[config.mk]
export PLATFORM = sky130hd
export DESIGN_NAME = uart_rx
export DESIGN_NICKNAME = d
export VERILOG_FILES = /design/src/rtl/uart_rx.sv
export SDC_FILE = /design/constraint.sdc
export NUM_CORES = 1
export LEC_CHECK = 0
export ABC_AREA = 1
export CORE_UTILIZATION = 40
export DETAILED_ROUTE_END_ITERATION = 10
export PLACE_DENSITY_LB_ADDON = 0.1
export SETUP_SLACK_MARGIN = 0.3
export SYNTH_ARGS = -nofsm -noshare
export SYNTH_HDL_FRONTEND = slang
export SYNTH_SLANG_ARGS = --single-unit
[constraint.sdc]
create_clock -name clk -period 1.9 [get_ports clk]
set_input_delay 0.19 -clock clk [delete_from_list [all_inputs] [get_ports clk]]
set_output_delay 0.19 -clock clk [all_outputs]
set_load 0.05 [all_outputs]
[src/rtl/uart_rx.sv]
// 8N1 UART byte receiver: 2-FF line synchronizer and mid-bit sampling FSM.
// Good bytes strobe rx_valid; a low stop bit strobes frame_err once per break.
module uart_rx #(
    parameter int CLKS_PER_BIT = 868
) (
    input  logic       clk,
    input  logic       rst_n,
    input  logic       rx,
    output logic [7:0] rx_data,
    output logic       rx_valid,
    output logic       frame_err,
    output logic       rx_busy
);
    localparam int C  = CLKS_PER_BIT;
    localparam int H  = C / 2;
    localparam int CW = $clog2(C);
    localparam logic [CW-1:0] START_LAST = CW'(H - 1);
    localparam logic [CW-1:0] BIT_LAST   = CW'(C - 1);

    typedef enum logic [2:0] {
        IDLE      = 3'd0,
        START     = 3'd1,
        DATA      = 3'd2,
        STOP      = 3'd3,
        WAIT_HIGH = 3'd4
    } state_t;

    state_t          r_state;
    logic [1:0]      r_sync;
    logic [CW-1:0]   r_cnt;
    logic [2:0]      r_bit;
    logic [7:0]      r_shift;
    logic [7:0]      r_data;
    logic            r_valid;
    logic            r_err;
    logic            r_busy;
    logic            w_rx_s;

    assign w_rx_s    = r_sync[1];
    assign rx_data   = r_data;
    assign rx_valid  = r_valid;
    assign frame_err = r_err;
    assign rx_busy   = r_busy;

    always_ff @(posedge clk or negedge rst_n) begin
        if (!rst_n) begin
            r_sync <= 2'b11;
        end else begin
            r_sync <= {r_sync[0], rx};
        end
    end

    always_ff @(posedge clk or negedge rst_n) begin
        if (!rst_n) begin
            r_state <= IDLE;
            r_cnt   <= '0;
            r_bit   <= 3'd0;
            r_shift <= 8'h00;
            r_data  <= 8'h00;
            r_valid <= 1'b0;
            r_err   <= 1'b0;
            r_busy  <= 1'b0;
        end else begin
            r_valid <= 1'b0;
            r_err   <= 1'b0;
            case (r_state)
                IDLE: begin
                    r_cnt <= '0;
                    if (!w_rx_s) begin
                        r_state <= START;
                        r_busy  <= 1'b1;
                    end
                end
                START: begin
                    if (r_cnt == START_LAST) begin
                        r_cnt <= '0;
                        if (!w_rx_s) begin
                            r_state <= DATA;
                            r_bit   <= 3'd0;
                        end else begin
                            r_state <= IDLE;
                            r_busy  <= 1'b0;
                        end
                    end else begin
                        r_cnt <= r_cnt + CW'(1);
                    end
                end
                DATA: begin
                    if (r_cnt == BIT_LAST) begin
                        r_cnt   <= '0;
                        r_shift <= {w_rx_s, r_shift[7:1]};
                        if (r_bit == 3'd7) begin
                            r_state <= STOP;
                        end else begin
                            r_bit <= r_bit + 3'd1;
                        end
                    end else begin
                        r_cnt <= r_cnt + CW'(1);
                    end
                end
                STOP: begin
                    // Leaving at mid-stop lets an immediately following start bit be caught.
                    if (r_cnt == BIT_LAST) begin
                        r_cnt <= '0;
                        if (w_rx_s) begin
                            r_data  <= r_shift;
                            r_valid <= 1'b1;
                            r_state <= IDLE;
                            r_busy  <= 1'b0;
                        end else begin
                            r_err   <= 1'b1;
                            r_state <= WAIT_HIGH;
                        end
                    end else begin
                        r_cnt <= r_cnt + CW'(1);
                    end
                end
                WAIT_HIGH: begin
                    r_cnt <= '0;
                    if (w_rx_s) begin
                        r_state <= IDLE;
                        r_busy  <= 1'b0;
                    end
                end
                default: begin
                    r_state <= IDLE;
                    r_cnt   <= '0;
                    r_busy  <= 1'b0;
                end
            endcase
        end
    end
endmodule

-- Yosys cells after proc, flatten, opt, wreduce, memory -nomap -nowiden
Index checks and enable logic that the tools add are counted.
- multiplexer cells: 28
- eq/ne operators: 15
- reductions and logical operators: 8
- bitwise gates (word level): 1
- add/sub/neg operators: 2
- operators with widths (operator ; number):
    3-bit 2-to-1 mux ; 11
    10-bit 2-to-1 mux ; 2
    10-bit case mux with 2 select lines ; 1
    2-bit inequality test (second input constant) ; 8
    3-bit case mux with 5 select lines ; 1
    10-bit by 1-bit adder with 10-bit output (second input constant) ; 1
    10-bit == test (second input constant) ; 1
    10-bit by 9-bit == test with 1-bit output (second input constant) ; 1
    1-bit 2-to-1 mux ; 10
    3-bit by 2-bit == test with 1-bit output (second input constant) ; 2
    3-bit == test (second input constant) ; 2
    3-bit case mux with 2 select lines ; 1
    6-bit AND reduction ; 1
    1-bit case mux with 5 select lines ; 1
    5-bit AND reduction ; 1
    4-bit AND reduction ; 1
    3-bit by 1-bit adder with 3-bit output (second input constant) ; 1
    3-bit by 1-bit == test with 1-bit output (second input constant) ; 1
    3-bit zero test ; 1
    3-bit AND reduction ; 1
    2-bit 2-to-1 mux ; 1
    2-bit AND reduction ; 1
    2-bit nonzero test ; 1
    2-bit OR reduction ; 1
    1-bit inverter ; 1
- register bits after elaboration: 37
- word-level logic and storage cells: 63
- output and inout bits: 11
- input port bits: 3

-- Logic depth before layout (Yosys ltp)
- word-level depth: 4
- gate-level depth with buffers: 10
- mapped depth without buffers: 10

-- Worst setup path before layout
No wires, ideal clock.
- kind: flip-flop to flip-flop
- start: register r_cnt[0]
- end: register r_data[6] (netlist: rx_data[6])
- arrival: 1.292 ns
- data required time: 1.778 ns
- setup slack: 0.486 ns
- stages on the path, launching flop included: 10
- path buffers: 1
- setup time: 0.122 ns
- clock period less this slack: 1.414 ns
- cells stage by stage: dfrtp_1 > ha_1 > nand2_1 > inv_1 > nand3_1 > nor2_2 > nand3b_4 > buf_6 > nor2_1 > a21oi_1
- word-level cells in the longest chain between the ends: 2
- RTL lines (element ; line ; text):
    start: declaration ; 30 ; logic [CW-1:0] r_cnt;
    start signal: assignment ; 85 ; r_cnt <= r_cnt + CW'(1);
    start signal: assignment ; 98 ; r_cnt <= r_cnt + CW'(1);
    start signal: assignment ; 115 ; r_cnt <= r_cnt + CW'(1);
    10-bit == test ; 103 ; if (r_cnt == BIT_LAST) begin
    3-bit AND reduction (no line) ; n/a ;
    end signal: assignment ; 106 ; r_data <= r_shift;
    end: declaration ; 33 ; logic [7:0] r_data;
Every way passes these cells.
A chain may end at the register's enable or synchronous reset.

-- Worst setup path in the final report
- start: register r_cnt[1]
- end: register r_data[4] (netlist: rx_data[4])
The elaborated chain is that of the path after synthesis.

==> flow_summary.toml <==
[floorplanning]
start_util = 0.4155
ioPinCount = 14
chipWidth_um = 69.26
rows = 24
die_area_sq_mm = 0.004796
die_h_um = 69.26
coreArea_sq_mm = 0.004354

[cts]
cts_htree_levels = 2
cts-root-buf = "clkbuf_8"
clockBufferDepth = 2
clock-sinks = 37
numCtsBuffers = 5
clk_latency_ns = 0.29
clk_pin_slew_worst_paths_ns = 0.07
cts_tree = "built"

[worst_setup_path]
critical_path_required_ns = 2.07
arrival_ns = 1.69
crit_path_start_kind = "flip-flop"
cp-end-kind = "flip-flop"
path_max_fanout = 8
worst-setup-path-type = "flip-flop to flip-flop"

[synth]
synth_xor_area_frac = 0.02905
synth_compound_area_frac = 0.1044
synth_top_family_by_area = "simple AND/OR/NAND/NOR gates"
yosys.area_share.simple = 0.2503
synth_common_cells = "nand2_1 (38), dfrtp_1 (35), inv_1 (24)"
syn_avg_cell_area_sq_um = 8.869
synth_ff_type = "dfrtp_1"
synth-edff-count = 0
netlist_area_sq_mm = 0.001809
async_flop_share = 1.000
mappedNetlistNets = 211
synth_mux_area_frac = 0
synth_most_common_cell = "nand2_1"
ys_seq_area_frac = 0.5131
yosysUniqueCellTypes = 26
yosys_warnings = 0
synthTopCellsByArea = "dfrtp_1 (48%), nand2_1 (7.9%), inv_1 (5.0%)"
synth_top_cell_by_area = "dfrtp_1"
ys_ff_latch = 37
yosys.area_share.adder = 0.02766
synth_top_area_frac = 0.4841
syn_inst = 204

[route]
dr.pass1.iters = 4
wl_per_cell_um = 12.87
drt-vias-per-instance = 4.898
drt-total-wl_um = 3641
drtAntennaViolNets = 0
drcViolationCount = 0
via_count = 1386
drtIter0Drc = 66

[status]
violations = "hold timing"
status = "finished, violations left"

[grt]
grt_util_all_layers = 0.1645
grt_use_met3 = 0.04360
grt_pass1_vias = 1401
grt_max_degree = 38
grtUsageMet2 = 0.2600
overflow = 0
grt_pass1_wl_um = 6237
antenna_found_initial = 0
globalRouteMet1Util = 0.2148
top_usage_layer = "met2"

[sta]
hold_ws_ns = -0.007246
slew_headroom = 0.4616
hold_viol_final = 16
tightest_slew_ns = 0.8077
rsz0062_at_grt = "yes"
setup_tns_ns = 0
maxSlewViolCount = 0
period_share = 0.7985
period_minus_slack_ns = 1.517
max_freq_mhz = 659.1
finClkSkew_ns = 0.004228
setup_viol = 0

[final_layout]
instances_no_fill = 283
fillerInstances = 397
drive_above_1_share = 0.2381
ff_latch_area_sq_um = 930.9
area_growth_pct = 21.58
nets = 237
multi_input_area_sq_um = 837.1
antenna_cells = 0

[power]
ir_drop_mv = 0.2810
pwr-share-seq = 0.573
p_int_mw = 1.094
p_leak_nw = 1.126
switchingPower_mw = 0.2892
power_frac_comb = 0.020
p_per_area_mw_per_mm2 = 628.7
clockPowerShare = 0.407
swShare = 0.2091

[hold_path]
hold_class = "input pin to asynchronous set/reset pin"

[placed_design]
dp_cells = 266
place.gp.congestion = 0.8716
port_buffers = 13
place_hpwl_um = 2371

[job]
drv_cap = 0
## flip-flops by register name, indices dropped and copies added (netlist names)
name	flops
frame_err	1
r_shift	8
rx_valid	1
r_bit	3
r_sync	2
rx_busy	1
rx_data	8
r_state	3
r_cnt	10
## per-stage QoR
step	utilization	hold WS [ns]	area, sq um	setup WS [ns]	total power, mW
final	0.5052	-0.007246	2200	0.3829	1.383
after CTS	0.4704	0.02718	2048	0.2731	1.399
after floorplan	-	-0.1056	1809	0.4863	0.8131
after global routing	0.5052	0.06899	2200	0.2865	1.446
after detailed placement	0.4529	0.3391	1972	0.2822	0.8335
after global placement	0.4529	0.3229	1972	0.3366	0.8324
## power by group through the flow
stage | combinational (mW) | clock (mW) | sequential [mW]
3_3_place_gp | 0.0230 | 0 | 0.809
2_1_floorplan | 0.00646 | 0 | 0.807
6_report | 0.0278 | 0.562 | 0.793
3_5_place_dp | 0.0242 | 0 | 0.809
4_1_cts | 0.0241 | 0.581 | 0.794
5_1_grt | 0.0329 | 0.621 | 0.792
## routing by layer
metal / vias up / share of wire
li1: 710 / -
met1: 653 / 0.49
met2: 16 / 0.47
met3: 7 / 0.024
met4: 0 / 0.015
met5: - / 0
## critical path: stages (launching register included)
cell	delay, ns
dfrtp_1	0.40
ha_4	0.17
nand2_4	0.06
inv_2	0.05
nand3_2	0.07
nor2_4	0.18
buf_6	0.12
nand3b_4	0.15
nor2_1	0.15
a21oi_2	0.04
## path summary, 6_finish.rpt
path                                     start  cells after the start  slack, ns                     end
setup / recovery            r_cnt[1]$_DFF_PN0_                      9       0.38  rx_data[4]$_DFFE_PN0P_
hold reg to reg            r_sync[0]$_DFF_PN1_                      0       0.36     r_sync[1]$_DFF_PN1_
max in group asynchronous                rst_n                      1       1.36      r_cnt[4]$_DFF_PN0_
setup reg to reg            r_cnt[1]$_DFF_PN0_                      9       0.38  rx_data[4]$_DFFE_PN0P_
min in group clk                            rx                      1       0.33     r_sync[0]$_DFF_PN1_
hold / removal                           rst_n                      1     -0.007     rx_busy$_DFFE_PN0P_
## final cells by class
class / count / share of cell area
Clock buffer: 8 / 0.04096
Multi-Input combinational cell: 137 / 0.3805
Timing Repair Buffer: 20 / 0.07622
Sequential cell: 37 / 0.4232
Tap cell: 52 / 0.02958
Inverter: 29 / 0.04949
## layout by cell type (no fill, tap or decap), types with 2 or more instances in the layout
cell type	instances
nand2_1	36
dfrtp_1	33
inv_1	23
nand3_1	15
a21oi_1	14
nor2_1	12
dlygate4sd2_1	11
nor2_2	10
o21ai_1	9
inv_2	6
nor2_4	6
clkbuf_8	6
buf_4	6
nor3_1	4
a21oi_2	4
xor2_1	3
xnor2_1	3
o21ai_0	3
ha_1	3
nand3_2	2
nand2_4	2
nand2_2	2
clkbuf_1	2
dfrtp_2	2
dfstp_2	2
## what timing repair did
| action | 4_1_cts | 5_1_grt |
|---|---|---|
| gates resized for setup | 11 | 22 |
| hold buffers | 0 | 0 |
| gates cloned | 0 | 2 |
| setup endpoints to repair | 15 | 33 |
| pin swaps | 0 | 8 |
| setup buffers | 0 | 7 |
## cell families after synthesis
group,count (synthesis)
compound gates,33
xor+xnor,6
fa+ha+maj,4
buf+inv,32
flops,37
simple gates,92
Note: power is estimated with default switching activity, not from simulation.
